File: src/rtl/hist_acq_pkg.sv
// Shared types and constants for the histogram acquisition scheduler.
package hist_acq_pkg;

   typedef enum logic [2:0] {
      IDLE,
      ARM,
      ACQ,
      STOP,
      READ,
      CLEAR,
      NEXT
   } state_e;

   localparam logic [1:0] CAUSE_NONE  = 2'b00;
   localparam logic [1:0] CAUSE_COUNT = 2'b01;
   localparam logic [1:0] CAUSE_TIME  = 2'b10;
   localparam logic [1:0] CAUSE_ABORT = 2'b11;

   localparam logic [3:0] HDR_SYNC = 4'hA;

   localparam int ARM_CYCLES  = 4;
   localparam int STOP_CYCLES = 2;

   function automatic logic [31:0] make_hdr(input logic [1:0]  cause,
                                            input logic [7:0]  fid,
                                            input logic [15:0] cnt);
      return {HDR_SYNC, cause, 2'b00, fid, cnt};
   endfunction

endpackage

File: src/rtl/hist_acq_sched_if.sv
// Scheduler <-> histogram RAM controller link: control outputs plus the monitored stream handshake.
interface hist_acq_sched_if #(
   parameter int ADDR_WIDTH = 16,
   parameter int DATA_WIDTH = 16
);
   logic                           hit_gate;
   logic                           capture;
   logic                           rd_en;
   logic [ADDR_WIDTH+DATA_WIDTH-1:0] header;
   logic                           strm_valid;
   logic                           strm_ready;

   modport master (output hit_gate, capture, rd_en, header,
                   input  strm_valid, strm_ready);
   modport slave  (input  hit_gate, capture, rd_en, header,
                   output strm_valid, strm_ready);
endinterface

File: src/rtl/hist_limit_cnt.sv
// Per-frame hit/time counters with limit compare; stop and cause are valid in the same cycle.
module hist_limit_cnt
   import hist_acq_pkg::*;
#(
   parameter int W = 32
) (
   input  logic         clk,
   input  logic         resetn,
   input  logic         clr,
   input  logic         en,
   input  logic         hit,
   input  logic         abort,
   input  logic [W-1:0] max_count,
   input  logic [W-1:0] max_time,
   output logic         stop,
   output logic [1:0]   cause,
   output logic [W-1:0] hit_cnt
);
   logic [W-1:0] hit_cnt_q, hit_cnt_d;
   logic [W-1:0] time_cnt_q, time_cnt_d;
   logic [W:0]   hit_next, time_next;
   logic         count_hit, time_hit;

   always_comb begin
      // One extra bit so an all-ones counter plus one never aliases a small limit.
      hit_next   = {1'b0, hit_cnt_q} + {{W{1'b0}}, (en & hit)};
      time_next  = {1'b0, time_cnt_q} + {{W{1'b0}}, 1'b1};
      count_hit  = (max_count != '0) && (hit_next == {1'b0, max_count});
      time_hit   = (max_time != '0) && (time_next == {1'b0, max_time});
      stop       = en && (abort || count_hit || time_hit);
      cause      = abort     ? CAUSE_ABORT :
                   count_hit ? CAUSE_COUNT :
                   time_hit  ? CAUSE_TIME  : CAUSE_NONE;
      hit_cnt_d  = hit_cnt_q;
      time_cnt_d = time_cnt_q;
      if (clr) begin
         hit_cnt_d  = '0;
         time_cnt_d = '0;
      end else if (en) begin
         if (hit && hit_cnt_q != '1)
            hit_cnt_d = hit_next[W-1:0];
         if (time_cnt_q != '1)
            time_cnt_d = time_next[W-1:0];
      end
   end

   always_ff @(posedge clk or negedge resetn) begin
      if (!resetn) begin
         hit_cnt_q  <= '0;
         time_cnt_q <= '0;
      end else begin
         hit_cnt_q  <= hit_cnt_d;
         time_cnt_q <= time_cnt_d;
      end
   end

   assign hit_cnt = hit_cnt_q;
endmodule

File: src/rtl/hist_acq_sched.sv
// Frame sequencer for the TDC histogram RAM: arm, acquire, stop, read out, clear, repeat.
module hist_acq_sched
   import hist_acq_pkg::*;
#(
   parameter int INSTR_WIDTH = 32,
   parameter int ADDR_WIDTH  = 16,
   parameter int DATA_WIDTH  = 16,
   parameter int RD_PULSE    = 4,
   parameter int CLR_MARGIN  = 16,
   parameter int RD_TIMEOUT  = 1024
) (
   input  logic                   clk,
   input  logic                   resetn,
   input  logic                   cmd_start,
   input  logic                   cmd_abort,
   input  logic [INSTR_WIDTH-1:0] cfg_max_count,
   input  logic [INSTR_WIDTH-1:0] cfg_max_time,
   input  logic [15:0]            cfg_frames,
   input  logic                   hit_in,
   hist_acq_sched_if.master       ram,
   output logic                   busy,
   output logic                   frame_done,
   output logic                   run_done,
   output logic                   rd_err,
   output logic [15:0]            frame_id
);
   localparam int HW         = ADDR_WIDTH + DATA_WIDTH;
   localparam int BEATS      = (1 << ADDR_WIDTH) + 1;
   localparam int CLR_CYCLES = (1 << ADDR_WIDTH) + CLR_MARGIN;

   state_e                 state_q, state_d;
   logic [INSTR_WIDTH-1:0] ph_q, ph_d;
   logic [INSTR_WIDTH-1:0] idle_q, idle_d;
   logic [ADDR_WIDTH:0]    beat_q, beat_d;
   logic [INSTR_WIDTH-1:0] max_count_q, max_count_d, max_time_q, max_time_d;
   logic [15:0]            frames_q, frames_d, frame_id_q, frame_id_d;
   logic [1:0]             cause_q, cause_d;
   logic [HW-1:0]          hdr_q, hdr_d;
   logic                   abort_q, abort_d, rd_err_q, rd_err_d, run_done_q, run_done_d;

   logic                   cnt_clr, lim_stop, beat, last_frame;
   logic [1:0]             lim_cause;
   logic [INSTR_WIDTH-1:0] hit_cnt;
   logic [15:0]            hit_sat;

   hist_limit_cnt #(.W(INSTR_WIDTH)) u_limit (
      .clk       (clk),
      .resetn    (resetn),
      .clr       (cnt_clr),
      .en        (state_q == ACQ),
      .hit       (hit_in),
      .abort     (cmd_abort | abort_q),
      .max_count (max_count_q),
      .max_time  (max_time_q),
      .stop      (lim_stop),
      .cause     (lim_cause),
      .hit_cnt   (hit_cnt)
   );

   always_comb begin
      state_d     = state_q;
      ph_d        = (ph_q == '1) ? ph_q : ph_q + 1'b1;
      idle_d      = idle_q;
      beat_d      = beat_q;
      max_count_d = max_count_q;
      max_time_d  = max_time_q;
      frames_d    = frames_q;
      frame_id_d  = frame_id_q;
      cause_d     = cause_q;
      hdr_d       = hdr_q;
      abort_d     = abort_q;
      rd_err_d    = rd_err_q;
      run_done_d  = 1'b0;
      cnt_clr     = 1'b0;
      beat        = ram.strm_valid & ram.strm_ready;
      hit_sat     = (|hit_cnt[INSTR_WIDTH-1:16]) ? 16'hFFFF : hit_cnt[15:0];
      last_frame  = (frames_q != 16'd0) && ((17'(frame_id_q) + 17'd1) == 17'(frames_q));

      // An abort outside ACQ is remembered so the run still ends at NEXT.
      if (cmd_abort && state_q != IDLE)
         abort_d = 1'b1;

      case (state_q)
         IDLE: if (cmd_start) begin
            state_d     = ARM;
            max_count_d = cfg_max_count;
            max_time_d  = cfg_max_time;
            frames_d    = cfg_frames;
            frame_id_d  = 16'd0;
            rd_err_d    = 1'b0;
            abort_d     = 1'b0;
            cnt_clr     = 1'b1;
         end
         ARM: if (ph_q == INSTR_WIDTH'(ARM_CYCLES - 1))
            state_d = ACQ;
         ACQ: if (lim_stop) begin
            state_d = STOP;
            cause_d = lim_cause;
         end
         STOP: if (ph_q == INSTR_WIDTH'(STOP_CYCLES - 1)) begin
            state_d = READ;
            hdr_d   = HW'(make_hdr(cause_q, frame_id_q[7:0], hit_sat));
            beat_d  = '0;
            idle_d  = '0;
         end
         READ: begin
            if (beat) begin
               idle_d = '0;
               beat_d = beat_q + 1'b1;
               if (beat_q == (ADDR_WIDTH+1)'(BEATS - 1))
                  state_d = CLEAR;
            end else if (idle_q == INSTR_WIDTH'(RD_TIMEOUT - 1)) begin
               rd_err_d = 1'b1;
               state_d  = CLEAR;
            end else begin
               idle_d = idle_q + 1'b1;
            end
         end
         CLEAR: if (ph_q == INSTR_WIDTH'(CLR_CYCLES - 1))
            state_d = NEXT;
         NEXT: begin
            abort_d = 1'b0;
            if (abort_q || cmd_abort || last_frame) begin
               run_done_d = 1'b1;
               state_d    = IDLE;
            end else begin
               frame_id_d = frame_id_q + 16'd1;
               cnt_clr    = 1'b1;
               state_d    = ARM;
            end
         end
         default: state_d = IDLE;
      endcase

      if (state_d != state_q)
         ph_d = '0;
   end

   always_ff @(posedge clk or negedge resetn) begin
      if (!resetn) begin
         state_q     <= IDLE;
         ph_q        <= '0;
         idle_q      <= '0;
         beat_q      <= '0;
         max_count_q <= '0;
         max_time_q  <= '0;
         frames_q    <= '0;
         frame_id_q  <= '0;
         cause_q     <= CAUSE_NONE;
         hdr_q       <= '0;
         abort_q     <= 1'b0;
         rd_err_q    <= 1'b0;
         run_done_q  <= 1'b0;
      end else begin
         state_q     <= state_d;
         ph_q        <= ph_d;
         idle_q      <= idle_d;
         beat_q      <= beat_d;
         max_count_q <= max_count_d;
         max_time_q  <= max_time_d;
         frames_q    <= frames_d;
         frame_id_q  <= frame_id_d;
         cause_q     <= cause_d;
         hdr_q       <= hdr_d;
         abort_q     <= abort_d;
         rd_err_q    <= rd_err_d;
         run_done_q  <= run_done_d;
      end
   end

   assign ram.hit_gate = (state_q == ACQ);
   assign ram.capture  = (state_q == ARM) || (state_q == ACQ) || (state_q == STOP) || (state_q == READ);
   assign ram.rd_en    = (state_q == READ) && (ph_q < INSTR_WIDTH'(RD_PULSE));
   assign ram.header   = hdr_q;
   assign busy         = (state_q != IDLE);
   assign frame_done   = (state_q == NEXT);
   assign run_done     = run_done_q;
   assign rd_err       = rd_err_q;
   assign frame_id     = frame_id_q;
endmodule

File: src/flat_wrapper.sv
// flat-port wrapper written by rule: the top's interface ports become plain ports
module hist_acq_sched_flat import hist_acq_pkg::*;
#(
   parameter int INSTR_WIDTH = 32,
   parameter int ADDR_WIDTH  = 16,
   parameter int DATA_WIDTH  = 16,
   parameter int RD_PULSE    = 4,
   parameter int CLR_MARGIN  = 16,
   parameter int RD_TIMEOUT  = 1024
)
  (clk, resetn, cmd_start, cmd_abort, cfg_max_count, cfg_max_time, cfg_frames, hit_in, busy, frame_done, run_done, rd_err, frame_id, ram_hit_gate, ram_capture, ram_rd_en, ram_header, ram_strm_valid, ram_strm_ready);
  hist_acq_sched_if #(.ADDR_WIDTH(ADDR_WIDTH), .DATA_WIDTH(DATA_WIDTH)) ram_i ();
  input  logic clk;
  input  logic resetn;
  input  logic cmd_start;
  input  logic cmd_abort;
  input  logic [INSTR_WIDTH-1:0] cfg_max_count;
  input  logic [INSTR_WIDTH-1:0] cfg_max_time;
  input  logic [15:0] cfg_frames;
  input  logic hit_in;
  output logic busy;
  output logic frame_done;
  output logic run_done;
  output logic rd_err;
  output logic [15:0] frame_id;
  output wire logic [$bits(ram_i.hit_gate)-1:0] ram_hit_gate;
  output wire logic [$bits(ram_i.capture)-1:0] ram_capture;
  output wire logic [$bits(ram_i.rd_en)-1:0] ram_rd_en;
  output wire logic [$bits(ram_i.header)-1:0] ram_header;
  input wire logic [$bits(ram_i.strm_valid)-1:0] ram_strm_valid;
  input wire logic [$bits(ram_i.strm_ready)-1:0] ram_strm_ready;
  assign ram_hit_gate = ram_i.hit_gate;
  assign ram_capture = ram_i.capture;
  assign ram_rd_en = ram_i.rd_en;
  assign ram_header = ram_i.header;
  assign ram_i.strm_valid = ram_strm_valid;
  assign ram_i.strm_ready = ram_strm_ready;
  hist_acq_sched #(.INSTR_WIDTH(INSTR_WIDTH), .ADDR_WIDTH(ADDR_WIDTH), .DATA_WIDTH(DATA_WIDTH), .RD_PULSE(RD_PULSE), .CLR_MARGIN(CLR_MARGIN), .RD_TIMEOUT(RD_TIMEOUT)) u_core (.clk(clk), .resetn(resetn), .cmd_start(cmd_start), .cmd_abort(cmd_abort), .cfg_max_count(cfg_max_count), .cfg_max_time(cfg_max_time), .cfg_frames(cfg_frames), .hit_in(hit_in), .ram(ram_i), .busy(busy), .frame_done(frame_done), .run_done(run_done), .rd_err(rd_err), .frame_id(frame_id));
endmodule
File: config.mk
export PLATFORM = sky130hd
export DESIGN_NAME = hist_acq_sched_flat
export DESIGN_NICKNAME = d
export VERILOG_FILES = /design/src/rtl/hist_acq_pkg.sv /design/src/rtl/hist_acq_sched_if.sv /design/src/rtl/hist_limit_cnt.sv /design/src/rtl/hist_acq_sched.sv /design/src/flat_wrapper.sv
export SDC_FILE = /design/constraint.sdc
export NUM_CORES = 1
export LEC_CHECK = 0
export BUFFER_PORTS_ARGS = -buffer_cell sky130_fd_sc_hd__buf_2
export CORE_MARGIN = 2
export CORE_UTILIZATION = 35
export CTS_CLUSTER_SIZE = 10
export DETAILED_ROUTE_END_ITERATION = 12
export GPL_ROUTABILITY_DRIVEN = 0
export GPL_TIMING_DRIVEN = 1
export PLACE_DENSITY_LB_ADDON = 0.2
export SETUP_SLACK_MARGIN = 0.15
export SLEW_MARGIN = 20
export SYNTH_ARGS = -nofsm -noshare
export SYNTH_HDL_FRONTEND = slang
export SYNTH_SLANG_ARGS = --single-unit
export TNS_END_PERCENT = 1
File: constraint.sdc
create_clock -name clk -period 4.3 [get_ports clk]
set_input_delay 0 -clock clk [delete_from_list [all_inputs] [get_ports clk]]
set_output_delay 0 -clock clk [all_outputs]
set_load 0.01 [all_outputs]
-- After elaboration in Yosys (flattened, before gate mapping)
Cells that the tools add are included.
- mux-type cells: 44
- $lt $le $gt $ge: 1
- reduce and logical (&&, ||, !) cells: 35
- bitwise logic cells: 3
- add/sub/neg operators: 7
- equality and inequality tests: 26
- operators with widths (cell ; number):
    32-bit 2-to-1 mux ; 11
    33-bit by 32-bit == test with 1-bit output ; 2
    32-bit by 1-bit adder with 32-bit output, second input constant ; 2
    32-bit inequality test, second input constant ; 2
    32-bit one-hot mux with 2 select lines ; 1
    32-bit nonzero test ; 2
    16-bit 2-to-1 mux ; 3
    17-bit 2-to-1 mux ; 2
    17-bit one-hot mux with 2 select lines ; 1
    32-bit by 1-bit adder with 33-bit output ; 1
    32-bit by 1-bit adder with 33-bit output, second input constant ; 1
    32-bit by 1-bit == test with 1-bit output, second input constant ; 1
    32-bit by 10-bit == test with 1-bit output, second input constant ; 1
    32-bit by 17-bit == test with 1-bit output, second input constant ; 1
    32-bit by 2-bit == test with 1-bit output, second input constant ; 1
    32-bit == test, second input constant ; 1
    32-bit by 3-bit < comparator with 1-bit output, second input constant ; 1
    16-bit one-hot mux with 2 select lines ; 1
    3-bit 2-to-1 mux ; 8
    3-bit one-hot mux with 7 select lines ; 1
    16-bit by 1-bit adder with 17-bit output, second input constant ; 1
    17-bit by 1-bit adder with 17-bit output, second input constant ; 1
    17-bit by 16-bit == test with 1-bit output ; 1
    17-bit == test, second input constant ; 1
    23 further kinds ; 68
- output and inout port bits: 55
- register bits after elaboration: 276
- input bits: 87

-- Logic depth before layout (Yosys ltp)
- word-level depth: 12
- depth in mapped cells: 18
- depth with buffers taken out: 15

-- Cells and area by module
From an unflattened synthesis, not the netlist that was laid out.
- cell total of the unflattened synthesis: 1815
- area, all modules: 15808.9 um2
- by module, submodules not included (module ; cells each ; area an instance (um2) ; seq. area each (um2) ; instances):
    hist_acq_sched ; 1152 ; 10460.0 ; 5305.1 ; 1
    hist_limit_cnt ; 663 ; 5348.9 ; 1601.5 ; 1

-- Least setup slack after synthesis
Ideal clock, no wire load.
- path kind: flip-flop to flip-flop
- start point: reg u_core.state_q[1]
- end point: reg u_core.cause_q[1]
- arrival time: 3.425 ns
- cell stages (with the launch flop): 17
- setup slack: 0.755 ns
- clock period less this slack: 3.545 ns
- data required time: 4.180 ns
- library setup time: 0.120 ns
- path through: dfrtp_1 buf_2 inv_1 or3_1 clkinv_1 nand2_1 inv_1 ha_1 ha_1 nand3_1 or4_1 nor4_1 or3_1 o211ai_1 or3_1 or3_1 o211a_1
- word-level cells in the longest chain between the ends: 9
- RTL lines (what ; RTL line ; text):
    start, declared ; hist_acq_sched.sv:31 ; state_e state_q, state_d;
    start signal, assigned ; hist_acq_sched.sv:155 ; state_q <= state_d;
    3-bit by 2-bit == test with 1-bit output * ; n/a ;
    net ram_hit_gate ; flat_wrapper.sv:26 ; output wire logic [$bits(ram_i.hit_gate)-1:0] ram_hit_gate;
    1-bit AND ; hist_limit_cnt.sv:26 ; hit_next = {1'b0, hit_cnt_q} + {{W{1'b0}}, (en & hit)};
    32-bit by 1-bit adder with 33-bit output ; hist_limit_cnt.sv:26 ;
    33-bit by 32-bit == test with 1-bit output ; hist_limit_cnt.sv:28 ; count_hit = (max_count != '0) && (hit_next == {1'b0, max_count});
    1-bit logical AND ; hist_limit_cnt.sv:28 ;
    1-bit logical OR (2 in series) ; hist_limit_cnt.sv:30 ; stop = en && (abort || count_hit || time_hit);
    1-bit logical AND ; hist_limit_cnt.sv:30 ;
    2-bit AND reduction (no line) ; n/a ;
    end signal, assigned ; hist_acq_sched.sv:163 ; cause_q <= cause_d;
    end, declared ; hist_acq_sched.sv:37 ; logic [1:0] cause_q, cause_d;
The timed path passes the listed nets; every way through them passes the cells marked *.
A chain may end at the register's enable or synchronous reset.

-- Final worst setup path
- start point: reg u_core.state_q[1]
- end point: reg u_core.ph_q[24]
- word-level cells in the longest chain between the ends: 12
- RTL lines (what ; RTL line ; text):
    3-bit by 2-bit == test with 1-bit output ; hist_acq_sched.sv:50, hist_acq_sched.sv:83 ;
    1-bit AND ; hist_limit_cnt.sv:26 ;
    32-bit by 1-bit adder with 33-bit output ; hist_limit_cnt.sv:26 ;
    33-bit by 32-bit == test with 1-bit output ; hist_limit_cnt.sv:28 ;
    1-bit logical AND ; hist_limit_cnt.sv:28 ;
    1-bit logical OR (2 in series) ; hist_limit_cnt.sv:30 ;
    1-bit logical AND ; hist_limit_cnt.sv:30 ;
    3-bit 2-to-1 mux ; hist_acq_sched.sv:96 ; ACQ: if (lim_stop) begin
    3-bit one-hot mux with 7 select lines ; hist_acq_sched.sv:83 ; case (state_q)
    3-bit inequality test * ; hist_acq_sched.sv:135 ; if (state_d != state_q)
    2-bit inequality test (no line) / 32-bit 2-to-1 mux (equally long branches) ; n/a ;
    end signal, assigned ; hist_acq_sched.sv:156 ; ph_q <= ph_d;
    end, declared ; hist_acq_sched.sv:32 ; logic [INSTR_WIDTH-1:0] ph_q, ph_d;
Mark *: on every way between the ends. The rest lies on a longest branch, timed or not.

==> results.json <==
{
  "outcome": "completed",
  "peakVddDrop_v": 0.000287,
  "nets": 2170,
  "netlist_instances": 1906,
  "ys_async_sr_fraction": 1.00,
  "path_max_fanout": 31,
  "start_kind": "register",
  "worstSetupEndpointType": "register",
  "firstDrtPassIters": 5,
  "synth_top_area_share": 0.426,
  "worstPathArrival_ns": 4.18,
  "place_inst": 2552,
  "cts_tree": "done",
  "drv_cap": 0,
  "wl_mm": 46.9,
  "ys.flop_type": "dfrtp_1",
  "grt_use_total": 0.198,
  "grt_overflow": 0,
  "numCtsBuffers": 35,
  "dp_hpwl_mm": 32.5,
  "clkTransAtPathRegs_ns": 0.06,
  "setup_violations": 0,
  "fmax_ghz": 0.265,
  "slew_headroom": 0.327,
  "start_util": 0.356,
  "worstHoldPathType": "input pin to register",
  "insertion_delay_ns": 0.54,
  "holdWs_ns": 0.0281,
  "power_uw": 9570,
  "die-area_mm2": 0.0481,
  "cts.sinks": 276,
  "vias": 14300,
  "postRouteAntennaNets": 0,
  "period_minus_slack_ns": 3.78,
  "hold_violations": 0,
  "drt_iter0_drc": 1023,
  "wl_per_cell_um": 17.5,
  "io_pins": 142,
  "ys_seq_area_frac": 0.426,
  "drc": 0,
  "grt_max_degree": 106,
  "synth_area_leaders": "dfrtp_1 (43%), nand2_1 (9.1%), xnor2_1 (7.2%)",
  "cts_buffer_depth": 3,
  "synth_edf_count": 0,
  "syn_area_mm2": 0.0162,
  "tightest_slew_ns": 1.01,
  "yosys_register_bits": 276,
  "yosysWarnings": 0,
  "syn_avg_cell_area_um2": 8.51,
  "antenna_found_initial": 1,
  "fin_cells": 2684,
  "num_antenna_cells": 0,
  "coreArea_mm2": 0.0456,
  "final_max_slew_viol_count": 0,
  "die_x_um": 219,
  "cp.required_ns": 4.70,
  "skew_ns": 0.0156,
  "cts_setup_buffers": 0,
  "fin_crit_sh": 0.879,
  "netlist.top_cell.by_area": "dfrtp_1",
  "layout-drive-gt1-share": 0.123,
  "rsz0062_at_grt": "false",
  "grt_pass1_wl_mm": 76.5,
  "p_leak_uw": 0.00840,
  "worstSetupPathType": "register to register",
  "fin_area_mm2": 0.0193,
  "dieHeight_um": 219,
  "root_buffer": "clkbuf_16",
  "placementRows": 78,
  "vias_per_cell": 5.34,
  "ys_types": 80,
  "io_buffers": 137,
  "p_per_area_mw_per_mm2": 495,
  "tns_ns": 0,
  "placed_area_mm2": 0.0174,
  "first_global_vias": 14000,
  "areaGrowthSynthToFinish_pct": 19.0,
  "htree_levels": 2
}
==> sequential cells by signal (all words and copies together), names as in the netlist <==
name / cells
u_core.run_done: 1
u_core.frame_id: 16
u_core.frames_q: 16
u_core.u_limit.hit_cnt: 32
u_core.max_count_q: 32
u_core.u_limit.time_cnt_q: 32
u_core.beat_q: 17
u_core.cause_q: 2
u_core.rd_err: 1
u_core.ram.header: 27
u_core.state_q: 3
u_core.ph_q: 32
u_core.max_time_q: 32
u_core.idle_q: 32
u_core.abort_q: 1
==> cells in the mapped netlist (all sizes together), types with 34 or more instances <==
library cell	n
nor3	53
buf	53
nor2	214
o21ai	54
xnor2	133
dfrtp	276
nand3	74
nand4	68
clkbuf	66
nand2	394
a21oi	34
nor4	70
xor2	91
==> per-layer routing <==
layer	up-vias	global-route usage	routed length [um]
met5	-	0	0
met4	0	0.0716	1400
met3	81	0.0267	2060
met2	339	0.310	21300
met1	6982	0.278	22100
li1	6927	-	-
==> worst paths after layout <==
check	start	depth (start not counted)	endpoint	slack [ns]
max in group asynchronous	resetn	3	u_core.frames_q[7]	2.86
max reg2reg	u_core.state_q[1]	16	u_core.ph_q[24]	0.52
min reg2reg	u_core.ram.header[29]	1	u_core.ram.header[29]	0.49
min in group asynchronous	resetn	2	u_core.beat_q[15]	0.11
min	ram_strm_valid	4	u_core.idle_q[16]	0.03
max	u_core.state_q[1]	16	u_core.ph_q[24]	0.52
==> logic make-up (layout without fill, tap and decap cells) <==
kind of cell,Yosys count,count (layout),synth area share
AND/OR/NAND/NOR,1014,1014,0.301
flip-flops,276,276,0.426
XOR/XNOR,224,224,0.121
AO/OA/AOI/OAI,210,210,0.0901
buffers and inverters,149,324,0.0394
multiplexers,21,21,0.0140
adder cells (fa/ha/maj),11,11,0.00833
other,1,4,0.000231
==> area by class of cell <==
| class | count | area [um^2] |
|---|---|---|
| flip-flops and latches | 276 | 6910 |
| clock inverters | 3 | 65.1 |
| multi-input cells | 1484 | 8730 |
| fillers | 4501 | 26300 |
| clock buffers | 45 | 1010 |
| inverters | 30 | 113 |
| repair buffers | 246 | 1740 |
| well taps | 600 | 751 |
==> critical path: stages, from the launching register on <==
cell and delay, ns:
dfrtp_1 0.35, inv_1 0.08, or3_1 0.45, clkinv_1 0.09, nand2_1 0.06, inv_1 0.08
ha_1 0.15, ha_1 0.25, nand2_1 0.19, nor4_4 0.27, and2_1 0.30, a31oi_1 0.12
a2111oi_0 0.35, nand4_1 0.31, nor2_2 0.19, buf_6 0.28, o41ai_1 0.12
==> placed cells by master, fill, tap and decap left out, types with 4 or more instances in the layout <==
cell type	instances
a211o_1	6
a211oi_1	7
a21o_1	11
a21oi_1	33
a311oi_1	4
a31oi_1	12
and2_1	17
and3_1	26
and4_1	21
buf_2	136
buf_4	23
clkbuf_16	37
clkbuf_8	5
conb_1	4
dfrtp_1	276
dlygate4sd3_1	84
ha_1	10
inv_1	28
mux2_2	13
mux2i_1	8
nand2_1	393
nand2b_1	11
nand3_1	71
nand4_1	64
nor2_1	212
nor2b_1	6
nor3_1	48
nor3_2	4
nor3b_1	11
nor4_1	66
o2111ai_1	5
o211ai_1	4
o21ai_0	52
o31ai_1	9
o41ai_1	27
or2_2	5
or3_1	21
or4_1	8
xnor2_1	133
xor2_1	91
==> through the flow <==
stage | setup slack (ns) | utilization
after floorplan | 0.755 | -
after global placement | 0.423 | 0.381
after detailed placement | 0.318 | 0.381
after CTS | 0.278 | 0.423
after global routing | 0.187 | 0.424
final | 0.520 | 0.424
==> what timing repair did <==
action                                  4_1_cts  5_1_grt
endpoints found under the hold margin       185        0
gates resized for setup                       0        4
endpoints found under the setup margin        0       35
hold buffers                                 84        0
==> where the power goes <==
group | internal, uW | switching (uW)
combinational | 1170 | 1770
sequential | 3130 | 643
clock | 1740 | 1110
(Power assumes the default switching activity.)
